--- config.mk ---
export PLATFORM = sky130hd
export DESIGN_NAME = rv32i_pipelined_core
export DESIGN_NICKNAME = d
export VERILOG_FILES = /design/src/rtl/rv32i_pipelined_core.sv
export SDC_FILE = /design/constraint.sdc
export NUM_CORES = 2
export LEC_CHECK = 0
export CORE_AREA = 2 2 497 499
export CTS_CLUSTER_SIZE = 10
export DETAILED_ROUTE_END_ITERATION = 7
export DIE_AREA = 0 0 499 501
export MAX_ROUTING_LAYER = met4
export PLACE_DENSITY = 0.44
export SETUP_SLACK_MARGIN = 0.15
export SLEW_MARGIN = 20
export SYNTH_ARGS = -nofsm -noshare
export SYNTH_HDL_FRONTEND = slang
export SYNTH_SLANG_ARGS = --single-unit
--- constraint.sdc ---
create_clock -name clk -period 6.3 [get_ports clk]
set_clock_uncertainty 0.1 [all_clocks]
set_input_delay 1.89 -clock clk [delete_from_list [all_inputs] [get_ports clk]]
set_output_delay 1.89 -clock clk [all_outputs]
set_load 0.005 [all_outputs]
--- src/rtl/rv32i_pipelined_core.sv ---
// rv32i_pipelined_core
//   Five-stage (F/D/E/M/W) in-order RV32I-subset core with a Harvard interface.
//   Supported: lw sw add sub and or slt addi andi ori slti beq jal; anything
//   else decodes as a NOP. Hazards: M->E / W->E forwarding, one-cycle load-use
//   stall, and a two-cycle flush on a taken beq or jal, resolved in E.
// Ports
//   clk        rising-edge clock (register file writes on the falling edge)
//   reset      asynchronous, active-low
//   pc         F-stage fetch address
//   instr      instruction at pc (combinational ROM)
//   mem_write  M-stage store enable (word)
//   mem_addr   M-stage byte address
//   mem_wdata  M-stage store data
//   mem_rdata  load data, returned one cycle after mem_addr (during W)
module rv32i_pipelined_core #(
  parameter logic [31:0] RESET_PC = 32'h0000_0000
) (
  input  logic        clk,
  input  logic        reset,
  output logic [31:0] pc,
  input  logic [31:0] instr,
  output logic        mem_write,
  output logic [31:0] mem_addr,
  output logic [31:0] mem_wdata,
  input  logic [31:0] mem_rdata
);

  localparam logic [6:0] OP_LOAD   = 7'b0000011;
  localparam logic [6:0] OP_STORE  = 7'b0100011;
  localparam logic [6:0] OP_REG    = 7'b0110011;
  localparam logic [6:0] OP_IMM    = 7'b0010011;
  localparam logic [6:0] OP_BRANCH = 7'b1100011;
  localparam logic [6:0] OP_JAL    = 7'b1101111;

  typedef enum logic [1:0] {RES_ALU, RES_MEM, RES_PC4} res_e;
  typedef enum logic [2:0] {ALU_ADD, ALU_SUB, ALU_AND, ALU_OR, ALU_SLT} alu_op_e;

  typedef struct packed {
    logic    regwrite;
    logic    memwrite;
    logic    branch;
    logic    jump;
    logic    alusrc;
    res_e    res_src;
    alu_op_e alu_op;
  } ctrl_t;

  typedef struct packed {
    logic [31:0] instr;
    logic [31:0] pc;
    logic [31:0] pc4;
  } fd_t;

  typedef struct packed {
    ctrl_t       ctrl;
    logic [31:0] rd1;
    logic [31:0] rd2;
    logic [31:0] imm;
    logic [31:0] pc;
    logic [31:0] pc4;
    logic [4:0]  rs1;
    logic [4:0]  rs2;
    logic [4:0]  rd;
  } de_t;

  typedef struct packed {
    logic        regwrite;
    logic        memwrite;
    res_e        res_src;
    logic [31:0] alu;
    logic [31:0] wdata;
    logic [31:0] pc4;
    logic [4:0]  rd;
  } em_t;

  typedef struct packed {
    logic        regwrite;
    res_e        res_src;
    logic [31:0] alu;
    logic [31:0] pc4;
    logic [4:0]  rd;
  } mw_t;

  fd_t fd, fd_next;
  de_t de, de_next;
  em_t em, em_next;
  mw_t mw, mw_next;

  logic [31:0] pc4_f;

  // ---------------------------------------------------------------- decode
  logic [6:0]  opcode, f7;
  logic [2:0]  f3;
  logic [4:0]  rs1_d, rs2_d, rd_d;
  ctrl_t       ctrl_d;
  logic [31:0] imm_d, rd1_d, rd2_d;

  assign opcode = fd.instr[6:0];
  assign rd_d   = fd.instr[11:7];
  assign f3     = fd.instr[14:12];
  assign rs1_d  = fd.instr[19:15];
  assign rs2_d  = fd.instr[24:20];
  assign f7     = fd.instr[31:25];

  always_comb begin
    ctrl_d = '0;
    imm_d  = '0;
    case (opcode)
      OP_LOAD: begin
        imm_d = {{20{fd.instr[31]}}, fd.instr[31:20]};
        if (f3 == 3'b010) begin
          ctrl_d.regwrite = 1'b1;
          ctrl_d.alusrc   = 1'b1;
          ctrl_d.res_src  = RES_MEM;
        end
      end
      OP_STORE: begin
        imm_d = {{20{fd.instr[31]}}, fd.instr[31:25], fd.instr[11:7]};
        if (f3 == 3'b010) begin
          ctrl_d.memwrite = 1'b1;
          ctrl_d.alusrc   = 1'b1;
        end
      end
      OP_REG: begin
        ctrl_d.regwrite = 1'b1;
        case ({f7, f3})
          10'b0000000_000: ctrl_d.alu_op = ALU_ADD;
          10'b0100000_000: ctrl_d.alu_op = ALU_SUB;
          10'b0000000_111: ctrl_d.alu_op = ALU_AND;
          10'b0000000_110: ctrl_d.alu_op = ALU_OR;
          10'b0000000_010: ctrl_d.alu_op = ALU_SLT;
          default:         ctrl_d.regwrite = 1'b0;
        endcase
      end
      OP_IMM: begin
        imm_d           = {{20{fd.instr[31]}}, fd.instr[31:20]};
        ctrl_d.regwrite = 1'b1;
        ctrl_d.alusrc   = 1'b1;
        case (f3)
          3'b000:  ctrl_d.alu_op = ALU_ADD;
          3'b111:  ctrl_d.alu_op = ALU_AND;
          3'b110:  ctrl_d.alu_op = ALU_OR;
          3'b010:  ctrl_d.alu_op = ALU_SLT;
          default: begin
            ctrl_d.regwrite = 1'b0;
            ctrl_d.alusrc   = 1'b0;
          end
        endcase
      end
      OP_BRANCH: begin
        imm_d = {{19{fd.instr[31]}}, fd.instr[31], fd.instr[7],
                 fd.instr[30:25], fd.instr[11:8], 1'b0};
        if (f3 == 3'b000) begin
          ctrl_d.branch = 1'b1;
          ctrl_d.alu_op = ALU_SUB;
        end
      end
      OP_JAL: begin
        imm_d = {{11{fd.instr[31]}}, fd.instr[31], fd.instr[19:12],
                 fd.instr[20], fd.instr[30:21], 1'b0};
        ctrl_d.jump     = 1'b1;
        ctrl_d.regwrite = 1'b1;
        ctrl_d.res_src  = RES_PC4;
      end
      default: ;
    endcase
  end

  // ---------------------------------------------------------- register file
  // Written on the falling edge so an instruction in D picks up the value
  // being retired in W during the same cycle.
  logic [31:0] rf [32];
  logic [31:0] result_w;

  always_ff @(negedge clk)
    if (mw.regwrite && mw.rd != 5'd0) rf[mw.rd] <= result_w;

  assign rd1_d = (rs1_d == 5'd0) ? 32'd0 : rf[rs1_d];
  assign rd2_d = (rs2_d == 5'd0) ? 32'd0 : rf[rs2_d];

  // --------------------------------------------------------------- execute
  logic [31:0] fwd_a, fwd_b, srcb, alu_y, m_fwd, target;
  logic        redirect, lwstall;

  // M-stage forward value; a jal in M forwards its link address.
  assign m_fwd = (em.res_src == RES_PC4) ? em.pc4 : em.alu;

  always_comb begin
    fwd_a = de.rd1;
    if (em.regwrite && em.rd != 5'd0 && em.rd == de.rs1)      fwd_a = m_fwd;
    else if (mw.regwrite && mw.rd != 5'd0 && mw.rd == de.rs1) fwd_a = result_w;
    fwd_b = de.rd2;
    if (em.regwrite && em.rd != 5'd0 && em.rd == de.rs2)      fwd_b = m_fwd;
    else if (mw.regwrite && mw.rd != 5'd0 && mw.rd == de.rs2) fwd_b = result_w;
  end

  assign srcb = de.ctrl.alusrc ? de.imm : fwd_b;

  always_comb begin
    case (de.ctrl.alu_op)
      ALU_ADD: alu_y = fwd_a + srcb;
      ALU_SUB: alu_y = fwd_a - srcb;
      ALU_AND: alu_y = fwd_a & srcb;
      ALU_OR:  alu_y = fwd_a | srcb;
      ALU_SLT: alu_y = {31'd0, $signed(fwd_a) < $signed(srcb)};
      default: alu_y = 32'd0;
    endcase
  end

  assign redirect = (de.ctrl.branch && alu_y == 32'd0) || de.ctrl.jump;
  assign target   = de.pc + de.imm;

  // A load in E whose destination is read by D must wait one cycle so its
  // data can be forwarded from W; bubbles have regwrite clear.
  assign lwstall = de.ctrl.regwrite && de.ctrl.res_src == RES_MEM &&
                   (de.rd == rs1_d || de.rd == rs2_d);

  // ------------------------------------------------------------- writeback
  always_comb begin
    case (mw.res_src)
      RES_MEM: result_w = mem_rdata;
      RES_PC4: result_w = mw.pc4;
      default: result_w = mw.alu;
    endcase
  end

  // ------------------------------------------------------- pipeline regs
  assign pc4_f = pc + 32'd4;

  always_comb begin
    fd_next.instr = instr;
    fd_next.pc    = pc;
    fd_next.pc4   = pc4_f;

    de_next.ctrl  = ctrl_d;
    de_next.rd1   = rd1_d;
    de_next.rd2   = rd2_d;
    de_next.imm   = imm_d;
    de_next.pc    = fd.pc;
    de_next.pc4   = fd.pc4;
    de_next.rs1   = rs1_d;
    de_next.rs2   = rs2_d;
    de_next.rd    = rd_d;

    em_next.regwrite = de.ctrl.regwrite;
    em_next.memwrite = de.ctrl.memwrite;
    em_next.res_src  = de.ctrl.res_src;
    em_next.alu      = alu_y;
    em_next.wdata    = fwd_b;
    em_next.pc4      = de.pc4;
    em_next.rd       = de.rd;

    mw_next.regwrite = em.regwrite;
    mw_next.res_src  = em.res_src;
    mw_next.alu      = em.alu;
    mw_next.pc4      = em.pc4;
    mw_next.rd       = em.rd;
  end

  // Redirect beats stall on pc and F/D; E takes a bubble on either.
  always_ff @(posedge clk or negedge reset) begin
    if (!reset) begin
      pc <= RESET_PC;
      fd <= '0;
      de <= '0;
      em <= '0;
      mw <= '0;
    end else begin
      if (redirect)     pc <= target;
      else if (!lwstall) pc <= pc4_f;

      if (redirect)      fd <= '0;
      else if (!lwstall) fd <= fd_next;

      if (redirect || lwstall) de <= '0;
      else                     de <= de_next;

      em <= em_next;
      mw <= mw_next;
    end
  end

  assign mem_write = em.memwrite;
  assign mem_addr  = em.alu;
  assign mem_wdata = em.wdata;

endmodule

==> metrics <==
total track usage=21.19%; sequential share of power=39.9%; Final Hold Fails=0; drt drc=0; CTS tree=built; GR Overflow Total=0; hold depth=0; CTS Sinks=1498; Max Cap Viol=0; number of synthesized register bits=1498; internal power=0.02136 W; I/O pin count=163; Slew HR=24.75%; reg2reg end=de[118]; Core ar.=244800 um2; drt first pass iters=7; Std-Cell Rows=182; Register Area=42650 um2; Worst-Skew Late Latency=0.84 ns; Initial Utilization=29.82%; Clock Tree Root=clkbuf_16; Tmin final=6.681 ns; Peak VDD IR=0.0003170 V; IO Port Bufs=162; Fillers=23160; cell area power density=327.4 nW/um2; Leakage=38.32 nW; post-synth top area cell=edfxtp_1; Yosys Warn Count=0; hold crit path type=reg -> reg; placed inst area=84360 um2; Yosys top cell area share=42.12%; post-synthesis mux area share=22.98%; clk slew on worst S/H paths=0.05 ns; Final Core Density=39.26%; initial detailed-routing violation count=3933; RSZ-0062 raised after global routing=true; CTS Buf Count=177; hold_buf cts=0; CP max FO=2; Synth Area in XOR/XNOR=1.608%; Reg2Reg Setup Slack=-0.28 ns; Max Slew Vio Count=0; crit start category=input port; crit path capture type=flip-flop; DP Worst Slack=-1.947 ns; wire length per cell=26.58 um; routed wire length=259800 um; share of cells above drive strength 1=31.94%; status=finished, violations left; final setup vio count=298; vias in the first global route=54270; largest net degree at the start of global routing=105; Critical path buffers and inverters=37; post-synthesis cell type count=80; Comb power frac=21.6%; Slowest cell on crit path=dlygate4sd2_1; Max Clock Freq=0.1497 GHz; Sw Ratio=32.12%; first-pass GRT wire length=372600 um; hold path startpoint=de[19]; Die W=499 um; DR vias/cell=5.105; sequential-to-total area share from yosys stat=58.37%; Mapped Cells=4660; Routed Antenna Nets=0; Post-synth ARST share=31.64%; Compound-Gate Fraction of Synth Area=5.401%; CTS max path bufs=3; worst r2r src=mw[3]; Final period util=106.1%; Nets=6671; syn avg cell area=15.66 um2; setup TNS=-45.81 ns; Die ar.=250000 um2; Die Y=501 um; adder-cell share of the synthesized area=2.550%; Final Cell Area=96110 um2; area delta synth->final=31.67%; largest family of logic cells by synthesized area=multiplexers; Top delay family on crit path=buffers and inverters; initial antenna violation count=8; ys flop type=edfxtp_1; vias=49910; ranking of synthesized cells by area=edfxtp_1, mux4_2, dfrtp_1; clock share of power=38.5%; Synth Area in Simple Gates=6.083%; most used cell, CP=buf_4; number of flops mapped to enable cells by yosys=1024; Worst-Margin Slew=1.129 ns; Final Wtd Congestion=0.9356; worst path required time=6.92 ns; cell area after synthesis=73000 um2; kind of critical path=in -> reg; Reg2Reg Depth=27; CP max stage delay=0.25 ns; critical path arrival=7.30 ns; WHS=0.2509 ns; WHS Endpoint=em[9]; hpwl dp=171000 um; Switch Pwr=0.01011 W; H-tree depth=4; area of the multi-input gates=30950 um2; failing checks=setup timing; final worst setup slack=-0.3813 ns
==> worst max path at each step <==
stage	cells after the start	from	endpoint	slack [ns]
2_1_floorplan	20	mem_rdata[2]	pc[0]	-0.25
3_3_place_gp	24	mem_rdata[5]	pc[31]	-1.97
3_5_place_dp	24	mem_rdata[5]	pc[25]	-1.95
4_1_cts	25	mw[3]	de[162]	-0.05
5_1_grt	27	mw[3]	de[148]	-0.41
6_report	41	mem_rdata[3]	mem_wdata[3]	-0.38
==> registers in the layout, indices dropped and copies added, names as in the netlist <==
| register | cells |
|---|---|
| mem_wdata | 32 |
| f7 | 7 |
| pc | 32 |
| de | 171 |
| mem_addr | 32 |
| f3 | 3 |
| fd | 7 |
| mem_write | 1 |
| rf | 1024 |
| mw | 72 |
| em | 40 |
| de_next | 77 |
==> synthesized netlist by cell type, types with 15 or more instances <==
cell,n
or4_1,15
inv_1,117
ha_1,144
mux2_2,30
buf_1,67
nand2b_1,17
nand3_1,42
nor3_1,104
mux2i_1,200
dfrtp_1,474
nand4_1,16
buf_4,71
xor2_1,56
buf_2,18
o21bai_1,15
a211oi_1,32
clkbuf_1,232
nand2_1,157
a21oi_1,200
o21ai_0,113
nor4_1,17
and2_1,85
nor2_1,252
and3_1,24
mux4_2,640
o211ai_1,24
edfxtp_1,1024
xnor2_1,78
nor2b_1,108
o21a_1,23
a22oi_1,39
a21o_1,21
a2111oi_0,34
==> cells in the final DEF, fill, tap and decap left out, types with 56 or more instances in the layout <==
| cell | n |
|---|---|
| a21oi_1 | 174 |
| buf_12 | 79 |
| buf_4 | 663 |
| clkbuf_16 | 185 |
| clkdlybuf4s50_1 | 144 |
| dfrtp_1 | 462 |
| edfxtp_1 | 1024 |
| ha_1 | 123 |
| inv_1 | 1168 |
| mux2i_1 | 187 |
| mux4_2 | 640 |
| nand2_1 | 157 |
| nor2_1 | 218 |
| nor2b_1 | 96 |
| o21ai_0 | 72 |
| xnor2_1 | 75 |
| xor2_1 | 56 |
==> logic make-up (layout without fill, tap and decap cells) <==
group	Yosys count	count (layout)
AND/OR/NAND/NOR	890	890
multiplexers	872	872
other	1	38
flip-flops	1498	1498
XOR/XNOR	134	134
adder cells (fa/ha/maj)	147	147
AO/OA/AOI/OAI	612	612
buffers and inverters	506	2364
==> what timing repair did <==
action,CTS,global route
pin swaps,98,30
endpoints found under the setup margin,349,323
resized for setup,255,89
buffers inserted,100,13
cloned,6,5
==> metrics by stage <==
stage                     total power (W)  instances
after floorplan                   0.01645       4691
after global placement            0.01981       8350
after detailed placement          0.01985       8352
after CTS                         0.03179       9751
after global routing              0.03331       9770
final                             0.03147       9775
==> per-layer routing <==
layer | share of wire [%] | vias up | routed length [um] | track usage, %
met1 | 43 | 26180 | 112000 | 26.87
met5 | 0 | - | 0 | -
met2 | 49 | 1548 | 127800 | 33.86
li1 | - | 21830 | - | -
met3 | 5.0 | 352 | 13000 | 3.920
met4 | 2.7 | 0 | 6944 | 7.873
==> cell type report <==
class                      count  share of cell area, %
clock inverter              1098                  4.666
inverter                     117                 0.4595
multi-input combinational   2687                  32.20
sequential                  1498                  44.37
antenna                        6                0.01562
timing repair buffer         953                  9.314
tap                         3220                  4.192
clock buffer                 196                  4.779
==> power by group through the flow <==
stage / clock network (W) / logic (W) / registers [W]
3_3_place_gp: 0.000961 / 0.00615 / 0.0127
2_1_floorplan: 0.000961 / 0.00307 / 0.0124
4_1_cts: 0.0125 / 0.00669 / 0.0126
6_report: 0.0121 / 0.00680 / 0.0126
3_5_place_dp: 0.000961 / 0.00618 / 0.0127
5_1_grt: 0.0134 / 0.00728 / 0.0126
Power figures use the tool's default switching activity.
==> variant, RTL diff (same flow settings) <==
Put a register stage on the outputs `mem_write`, `mem_addr` and `mem_wdata`, with the module's reset. The values now appear one clock later. The other outputs are not delayed to match. Comments in the files are not updated.
--- a/src/rtl/rv32i_pipelined_core.sv
+++ b/src/rtl/rv32i_pipelined_core.sv
@@ -280,9 +280,17 @@
     end
   end
 
-  assign mem_write = em.memwrite;
-  assign mem_addr  = em.alu;
-  assign mem_wdata = em.wdata;
+  always_ff @(posedge clk or negedge reset) begin
+    if (!reset) begin
+      mem_write <= '0;
+      mem_addr  <= '0;
+      mem_wdata <= '0;
+    end else begin
+      mem_write <= em.memwrite;
+      mem_addr  <= em.alu;
+      mem_wdata <= em.wdata;
+    end
+  end
 
 endmodule
 
Function: not checked (the comparison handles one clock edge and no latches or derived clocks); the edit may change what the design does.
==> variant against the original RTL <==
- the run still ends with negative setup slack left
- largest cell class unchanged
- highest routed layer unchanged
- design area increased by 0.31%
- setup slack lost 500 ps
- area after synthesis rose by 0.14%
- fmax decreased by 6.9%
- sequential cell count increased by 33
- total power is 6.1% higher
- critical path depth down 17
- utilization up 0.12 points
- hold slack got worse by 9.7 ps
- routed wire length up 5.1%
==> variant: results (changes against the original RTL) <==
[worst_setup_path]
cp_max_fo=15  ; +13
rr_startpoint=em[1]
cp_slowest_cell=or4_4
rrSetupSlack_ps=-810  ; -530 ps
cp_top_family=simple AND/OR/NAND/NOR gates
reg2reg_depth=28  ; +3.7%

[global_route]
global_route.usage.met3_pct=4.025  ; +0.10 points
grt_pass1_vias=53330  ; -1.7%
gr-usage-met2_pct=34.84  ; +0.99 points
grtUsageMet1_pct=28.56  ; +1.7 points
grt_max_degree=114  ; +8.6%
antenna_found_initial=11  ; +3
grt_pass1_wl_um=383600  ; +3.0%

[timing]
fin_tns_setup_ps=-238710  ; -192900 ps
setup_viol=297  ; -0.34%
whs_ps=241.2  ; -9.744 ps
fin_ws_ps=-879.6  ; -498.4 ps
relSlewSlack_pct=31.61  ; +6.9 points

[power_and_ir_drop]
peakVddDrop_mv=0.2923  ; -7.8%
netSwitchingPower_mw=10.74  ; +6.2%
clk-power_mw=12.5  ; +3%
leakagePower_nw=39.13  ; +2.1%

[synth]
synthCells=4481  ; -3.8%
ys_types=89  ; +11%
synth_commonest_cells=edfxtp_1 (1024), mux4_2 (640), dfrtp_1 (507)
synthArstFlopShare_pct=33.12  ; +1.5 points
synthTopCellsByArea=edfxtp_1 (42%), mux4_2 (20%), dfrtp_1 (17%), ha_1 (2.5%), mux2i_1 (2.0%)
synthMuxAreaShare_pct=22.21  ; -0.77 points
synthAdderAreaFrac_pct=2.547  ; -0.0035 points
synth_xor_area_share_pct=1.737  ; +0.13 points
seq_area_frac_synth_pct=59.42  ; +1.0 points

[detailed_routing]
firstDrtPassIters=5  ; -2
wl_met2_um=132700  ; +3.8%
wl_met1_um=118400  ; +5.7%
vias=50030  ; +0.26%
routed_wl_um=273100  ; +5.1%
drt_iter0_markers=4006  ; +1.9%

[placed_design]
place_inst=8298  ; -0.65%
post-place-ws_ps=-2384  ; -436.3 ps
dpl.hpwl_um=173400  ; +1.4%
post_dp_cell_area_um2=84700  ; +0.40%

[status]
violations=negative setup slack
status=complete, but fails checks

[min_path]
holdCritStartpoint=de[36]

[layout]
nNetsFinal=6600  ; -1.1%
layout-drive-gt1-share_pct=31.39  ; -0.55 points

[cts]
cts_buffers=183  ; +3.4%

## variant: cell count changes in the layout (fill, tap and decap cells not counted), moves of 19 or more
cell / delta
nor2_1: -116
a22o_1: +95
a22oi_1: +65
a21oi_1: -62
nor3_2: -50
mux2i_1: -49
buf_4: +48
dfrtp_1: +34
nor3_1: -25
a2111oi_4: -21
and2_4: +21
and2_1: -20
clkbuf_16: +19
## variant: cell type report
cell class                 count  area, um2
clock inverter              1096       4417
fill                       23130     148400
antenna                        6      15.01
multi-input combinational   2521      29480
sequential                  1531      43470
tap                         3220       4029
clock buffer                 212       4897
timing repair buffer        1004       9642
inverter                     122      457.9
## variant: timing repair
item,CTS,global route
setup endpoints to repair,337,350
pin swaps,69,67
cloned,18,15
gates resized for setup,157,110
setup buffers,33,35
## variant: kinds of logic after synthesis
group,count (synthesis)
other,1
AND/OR/NAND/NOR,710
multiplexers,818
buffers and inverters,461
adder cells (fa/ha/maj),147
AO/OA/AOI/OAI,668
XOR/XNOR,145
flip-flops,1531
